File: src/rtl/temporizador_multizona.sv
// temporizador_multizona: per-zone absence timer with warning window and one-shot shutdown pulse
module temporizador_multizona #(
    parameter int N_ZONES = 4,
    parameter int TIMEOUT = 30000,
    parameter int WARN_T  = 5000
) (
    input  logic               clk,
    input  logic               rst,
    input  logic [N_ZONES-1:0] enable,
    input  logic [N_ZONES-1:0] presence,
    input  logic [N_ZONES-1:0] force_off,
    output logic [N_ZONES-1:0] shutdown,
    output logic [N_ZONES-1:0] warn,
    output logic [N_ZONES-1:0] lights_on,
    output logic               shutdown_any
);
    localparam int CW = $clog2(TIMEOUT);
    localparam logic [CW-1:0] LAST    = CW'(TIMEOUT - 1);
    localparam logic [CW-1:0] WARN_AT = CW'(TIMEOUT - WARN_T - 1);

    typedef enum logic [2:0] {IDLE, COUNT, WARN, FIRE, OFF} state_t;

    for (genvar g = 0; g < N_ZONES; g++) begin : g_zone
        state_t        st, st_n;
        logic [CW-1:0] cnt, cnt_n;

        always_ff @(posedge clk or posedge rst) begin
            if (rst) begin
                st  <= IDLE;
                cnt <= '0;
            end else begin
                st  <= st_n;
                cnt <= cnt_n;
            end
        end

        // With WARN_T=0, WARN_AT equals LAST, so the FIRE test shadows the WARN entry
        always_comb begin
            st_n  = st;
            cnt_n = cnt;
            case (st)
                IDLE, COUNT, WARN: begin
                    cnt_n = '0;
                    if (!enable[g] || (!force_off[g] && presence[g])) st_n = IDLE;
                    else if (force_off[g]) st_n = FIRE;
                    else if (st == IDLE) st_n = COUNT;
                    else if (cnt == LAST) st_n = FIRE;
                    else begin
                        cnt_n = cnt + 1'b1;
                        if (st == COUNT && cnt == WARN_AT) st_n = WARN;
                    end
                end
                FIRE: begin
                    st_n  = OFF;
                    cnt_n = '0;
                end
                OFF: begin
                    cnt_n = '0;
                    if (presence[g] || !enable[g]) st_n = IDLE;
                end
                default: begin
                    st_n  = IDLE;
                    cnt_n = '0;
                end
            endcase
        end

        assign shutdown[g]  = st == FIRE;
        assign warn[g]      = st == WARN;
        assign lights_on[g] = st == IDLE || st == COUNT || st == WARN;
    end

    assign shutdown_any = |shutdown;
endmodule

File: config.mk
export PLATFORM = sky130hd
export DESIGN_NAME = temporizador_multizona
export DESIGN_NICKNAME = d
export VERILOG_FILES = /design/src/rtl/temporizador_multizona.sv
export SDC_FILE = /design/constraint.sdc
export NUM_CORES = 1
export LEC_CHECK = 0
export ABC_AREA = 1
export BUFFER_PORTS_ARGS = -buffer_cell sky130_fd_sc_hd__buf_2
export CORE_MARGIN = 3
export CORE_UTILIZATION = 65
export DETAILED_ROUTE_END_ITERATION = 10
export PLACE_DENSITY = 0.83
export SYNTH_ARGS = -nofsm -noshare
export SYNTH_HDL_FRONTEND = slang
export SYNTH_SLANG_ARGS = --single-unit
File: constraint.sdc
create_clock -name clk -period 6.8 [get_ports clk]
set_input_delay 1.7 -clock clk [delete_from_list [all_inputs] [get_ports clk]]
set_output_delay 1.7 -clock clk [all_outputs]
set_load 0.01 [all_outputs]
==> flow_metrics.py, run 1 <==
metrics = {
    "floorplan": {
        "start_util": 0.6752,
        "ios": 27,
        "fp.dieH_microns": 87.45,
        "die_w_microns": 87.45,
        "core_sq_um": 6386,
        "dieArea_sq_um": 7647,
        "rows": 29,
    },
    "placement": {
        "dp_hpwl_mm": 6.086,
        "port_buffers": 26,
        "routabilityCongestion": 0.9248,
    },
    "setup_path": {
        "cp_data_arrival_time_ns": 1.47,
        "crit_family": "flip-flops",
        "worstRegToRegCells": 8,
        "path_depth": 5,
        "critPathLaunchType": "flop",
        "worstPathRequired_ns": 5.10,
        "cp.buffers_inverters": 3,
        "critPathKind": "flop to output pin",
        "worst-path-max-fanout": 7,
        "crit_chain": "inv_1, nor3_1, inv_1, nand4_1, buf_2",
        "critPathSlowestCell": "dfrtp_1",
        "slowest_delay_ns": 0.47,
        "cp_common_cell": "inv_1",
        "endpoint_kind": "output pin",
    },
    "timing": {
        "fin_crit_ns": 3.173,
        "finalSetupTns_ns": 0,
        "max_freq_mhz": 315.2,
        "finalSetupViolations": 0,
        "rsz0062_at_grt": "false",
        "fin_hold_ws_ns": 0.4633,
        "finClkSkew_ns": 0.009756,
        "finalMaxSlewViolations": 0,
        "hold_violations": 0,
        "period_share": 0.4666,
        "worstMarginPinSlew_ns": 0.8715,
        "max-slew-margin-rel": 0.4190,
    },
    "power": {
        "p_leak_nw": 2.145,
        "ir_drop_mv": 0.1842,
        "p_per_area_nw_per_um2": 201.1,
    },
    "synthesis": {
        "synth_seq_area_share": 0.4179,
        "synth_top_cell_by_area": "dfrtp_1",
        "syn_nets": 614,
        "synthMuxAreaShare": 0,
        "yosys_warnings": 0,
        "syn_inst": 595,
        "synth_fa_ha_area_frac": 0.01451,
        "synth_compound_area_frac": 0.03918,
        "yosys.area_share.simple": 0.3990,
        "synthXorXnorAreaFrac": 0.04063,
        "avgSynthCellArea_sq_um": 7.246,
        "ys_seq_elements": 72,
        "netlist_top_cells_area": "dfrtp_1 42%, nor2_1 11%, nand2_1 11%",
        "synth_edf_count": 0,
        "synthesis.area_sq_um": 4312,
        "synth.distinct_cells": 28,
        "async_reset_ff_frac": 1.000,
        "synth_top_family_by_area": "simple AND/OR/NAND/NOR gates",
        "synth_top_area_frac": 0.4179,
        "synthFlopType": "dfrtp_1",
    },
    "clock_tree": {
        "clkTransAtPathRegs_ns": 0.07,
        "clkSinkCount": 72,
        "postCtsHoldBufs": 0,
        "cts_buffer_depth": 2,
        "numCtsBuffers": 9,
        "post_cts_buffers": 0,
        "htreeDepth": 3,
        "clk_latency_ns": 0.34,
        "ctsResizeCount": 0,
        "root_buffer": "clkbuf_8",
        "tritoncts": "built",
    },
    "global_routing": {
        "antenna_found_initial": 0,
        "grt_first_pass_wirelength_mm": 14.46,
        "grt_pass1_vias": 3557,
        "overflow": 0,
        "track_usage": 0.2361,
        "grt_max_degree": 73,
    },
    "routing": {
        "ant_nets": 0,
        "drtIter0Drc": 185,
        "drt_pass1_iterations": 5,
        "vias": 3719,
        "wire_per_inst_microns": 11.42,
        "wl_mm": 8.122,
        "drc": 0,
        "vias_per_cell": 5.231,
    },
    "cells_and_area": {
        "antenna_cells": 0,
        "layout-drive-gt1-share": 0.1325,
        "areaGrowthSynthToFinish_pct": 9.170,
        "final_nets": 648,
    },
    "run": {
        "max_cap_violations": 0,
    },
    "run_status": {
        "outcome": "finished clean",
    },
    "min_path": {
        "min_path_cells": 1,
        "hold_path_class": "flop to flop",
    },
}
## per-layer routing
metal  global-route usage  wire length (microns)  vias up
met3              0.04636                    392       12
li1                     -                      -     1933
met1               0.2982                   3746     1678
met5                    0                      0        -
met4              0.09623                    134        0
met2               0.3959                   3848       96
## worst paths after layout
path                                  start  slack, ns                to
max                         g_zone[0].st[0]       3.63      shutdown_any
min                        g_zone[3].cnt[0]       0.46  g_zone[3].cnt[0]
max reg2reg                g_zone[3].cnt[0]       5.13  g_zone[3].cnt[3]
min reg2reg                g_zone[3].cnt[0]       0.46  g_zone[3].cnt[0]
max in group asynchronous               rst       4.62  g_zone[0].cnt[2]
min in group asynchronous               rst       1.62  g_zone[1].cnt[7]
## metrics by stage
stage / utilization / instance area [sq um] / cells / worst slack, ns / total power (W)
global route: 0.7371 / 4707 / 711 / 3.488 / 0.0009969
global placement: 0.7047 / 4501 / 695 / 4.013 / 0.0006064
finish: 0.7371 / 4707 / 711 / 3.627 / 0.0009465
detailed placement: 0.7047 / 4501 / 695 / 3.974 / 0.0006119
floorplan: - / 4312 / 595 / 3.275 / 0.0005736
CTS: 0.7371 / 4707 / 711 / 3.603 / 0.0009567
## kinds of logic (layout without fill, tap and decap cells)
group                    count (synthesis)  in the layout
adder cells (fa/ha/maj)                  5              5
AND/OR/NAND/NOR                        375            375
AO/OA/AOI/OAI                           29             29
XOR/XNOR                                20             20
buffers and inverters                   94            133
flip-flops                              72             72
## placed cells by master, fill, tap and decap left out, types with 8 or more instances in the layout
cell	synthesis	routed
clkbuf_8	0	11
nor2_1	125	125
inv_1	87	86
dfrtp_1	72	72
nor3_2	9	9
nand2_1	123	123
nand3_1	37	37
nand2_2	8	8
xor2_1	18	18
nor3_1	34	34
nor2_2	9	9
buf_2	0	26
a21oi_1	11	11
nand4_1	13	13
## state kept, by name, indices dropped and copies added, names as in the netlist
name and flops:
g_zone.cnt 60, g_zone.st 12
## final cells by class
type                            instances  area, sq um
Clock buffer                           11        151.4
Inverter                               90        337.8
Fill cell                             505         1679
Timing Repair Buffer                   27        137.6
Multi-Input combinational cell        429         2127
Clock inverter                          5        55.05
Tap cell                               77        96.34
Sequential cell                        72         1802
## cells in the mapped netlist, types with 2 or more instances
library cell / instances
nand4_1: 13
nor2_1: 125
nand2_1: 123
nand3_2: 3
nor3_2: 9
xor2_1: 18
nor3b_1: 6
nand2_2: 8
nand3_1: 37
nor3_1: 34
ha_1: 5
buf_6: 4
inv_1: 87
nor2_2: 9
nor2_4: 4
o21bai_1: 3
xnor2_1: 2
a31oi_1: 6
dfrtp_1: 72
nand2_4: 2
o21ai_0: 6
inv_2: 3
a21oi_1: 11
## where the power goes
group | switching (W) | internal [W]
logic | 0.0000916 | 0.0000452
clock network | 0.000156 | 0.000188
registers | 0.0000219 | 0.000444
No activity file was read; power rests on OpenSTA's default activity.
==> inputs of run 2 (changes only) <==
CORE_UTILIZATION = 55   (was 65)
PLACE_DENSITY = 0.74   (was 0.83)
clock period = 2.8 ns   (was 6.8 ns; I/O delays follow)
==> flow_metrics.py, run 2 (synthesis results as in run 1) <==
metrics = {
    "clock_tree": {
        "clk_latency_ns": 0.34,
        "numCtsBuffers": 9,
        "cts_buffer_depth": 2,
        "post_cts_buffers": 0,
        "tritoncts": "built",
        "htreeDepth": 3,
        "postCtsHoldBufs": 0,
        "clkSinkCount": 72,
        "ctsResizeCount": 0,
        "clkTransAtPathRegs_ns": 0.07,
        "root_buffer": "clkbuf_8",
    },
    "min_path": {
        "min_path_cells": 1,
        "min_to": "g_zone[3].cnt[0]",
        "hold_path_class": "flop to flop",
        "hold_start": "g_zone[3].cnt[0]",
    },
    "timing": {
        "finClkSkew_ns": 0.01332,
        "finalSetupTns_ns": 0,
        "worstMarginPinSlew_ns": 0.7859,
        "finalMaxSlewViolations": 0,
        "hold_violations": 0,
        "period_share": 0.7817,
        "finalSetupViolations": 0,
        "rsz0062_at_grt": "false",
        "max_freq_mhz": 456.9,
        "max-slew-margin-rel": 0.4753,
        "fin_crit_ns": 2.189,
    },
    "routing": {
        "drc": 0,
        "drtIter0Drc": 142,
        "ant_nets": 0,
        "vias": 3717,
        "drt_pass1_iterations": 4,
        "wire_per_inst_microns": 11.55,
        "vias_per_cell": 5.078,
        "wl_mm": 8.451,
    },
    "setup_path": {
        "worstRegToRegCells": 8,
        "critPathSlowestCell": "dfrtp_1",
        "cp_common_cell": "inv_1",
        "regToRegSetupSlack_ns": 1.14,
        "path_depth": 5,
        "worstReg2RegEnd": "g_zone[3].cnt[2]",
        "critPathLaunch": "g_zone[0].st[0]",
        "cp.buffers_inverters": 3,
        "cp_data_arrival_time_ns": 1.49,
        "slowest_delay_ns": 0.46,
        "worstReg2RegStart": "g_zone[3].cnt[0]",
        "crit_family": "flip-flops",
        "crit_chain": "inv_1, nor3_1, inv_1, nand4_1, buf_2",
        "critPathKind": "flop to output pin",
        "worstPathRequired_ns": 2.10,
        "critPathLaunchType": "flop",
        "worst-path-max-fanout": 7,
        "endpoint_kind": "output pin",
    },
    "cells_and_area": {
        "antenna_cells": 0,
        "largest_reg_flops": 60,
        "mostFrequentLayoutCell": "nor2_1",
        "layout_common_cells": "125 x nor2_1, 123 x nand2_1, 86 x inv_1, 72 x dfrtp_1, 37 x nand3_1",
        "areaGrowthSynthToFinish_pct": 9.663,
        "final_nets": 648,
        "top_regs": "g_zone.cnt x60, g_zone.st x12",
        "layout-drive-gt1-share": 0.1280,
        "regMostFlops": "g_zone.cnt",
    },
    "run": {
        "max_cap_violations": 0,
    },
    "power": {
        "p_leak_nw": 2.141,
        "pwr-share-comb": 0.150,
        "internal_power_w": 0.001620,
        "total_power_w": 0.002267,
        "pwr-share-clk": 0.353,
        "p_per_area_nw_per_um2": 479.5,
        "power_switching_w": 0.0006475,
        "seq_power_share": 0.498,
        "ir_drop_mv": 0.2626,
        "switching_share": 0.2856,
    },
    "floorplan": {
        "rows": 31,
        "die_w_microns": 94.54,
        "core_sq_um": 7447,
        "dieArea_sq_um": 8938,
        "fp.dieH_microns": 94.54,
        "ios": 27,
        "start_util": 0.5790,
    },
    "global_routing": {
        "grt_max_degree": 38,
        "track_usage": 0.2050,
        "grt_pass1_vias": 3536,
        "antenna_found_initial": 0,
        "overflow": 0,
        "grt_first_pass_wirelength_mm": 14.79,
    },
    "placement": {
        "dp_hpwl_mm": 6.303,
        "port_buffers": 26,
        "routabilityCongestion": 0.9040,
    },
    "run_status": {
        "outcome": "finished clean",
    },
}
-- run 2: changes by cell type in the layout (fill, tap and decap cells not counted) --
cell	before	now
buf_12	0	1
buf_4	1	0
clkbuf_1	0	2
clkbuf_8	11	10
clkinv_2	2	1
clkinvlp_4	2	1
-- run 2: cell type report --
class	instances	area, sq um
fillers	658	2719
multi-input cells	429	2127
flip-flops and latches	72	1802
inverters	90	337.8
repair buffers	27	150.1
clock buffers	12	145.1
well taps	99	123.9
clock inverters	3	42.54
-- run 2: through the flow --
stage / setup slack [ns] / utilization / std cells / area (sq um) / hold slack [ns]
finish: 0.6113 / 0.6349 / 732 / 4728 / 0.4691
global route: 0.4892 / 0.6349 / 732 / 4728 / 0.5029
CTS: 0.5822 / 0.6349 / 732 / 4728 / 0.4717
detailed placement: 0.9262 / 0.6097 / 717 / 4541 / 0.4626
global placement: 0.9858 / 0.6097 / 717 / 4541 / 0.4514
floorplan: 0.2751 / - / 595 / 4312 / 0.4307
-- run 2: worst max-delay path by stage --
| stage | end |
|---|---|
| global route | shutdown_any |
| floorplan | g_zone[0].cnt[0] |
| detailed placement | g_zone[0].cnt[12] |
| global placement | shutdown_any |
| finish | shutdown_any |
| CTS | shutdown_any |
-- run 2: routing by layer --
metal / global-route usage / vias to the layer above / wire [microns] / share of wire
met5: 0 / - / 0 / 0
met4: 0.06130 / 0 / 76 / 0.0090
met3: 0.03984 / 7 / 321 / 0.038
met2: 0.3534 / 55 / 4062 / 0.48
met1: 0.2614 / 1721 / 3991 / 0.47
li1: - / 1934 / - / -
-- run 2: worst register-to-register path: cells and delay by family, from the launching register on --
kind          cells  cell delay, ns
fa+ha+maj         1            0.24
simple gates      7            0.94
flops             1            0.40
-- run 2: power by group through the flow --
stage	clock network (W)	logic, W	registers [W]
floorplan	0	0.000255	0.00114
global placement	0	0.000335	0.00114
detailed placement	0	0.000343	0.00115
CTS	0.000815	0.000344	0.00113
global route	0.000864	0.000386	0.00114
finish	0.000799	0.000339	0.00113
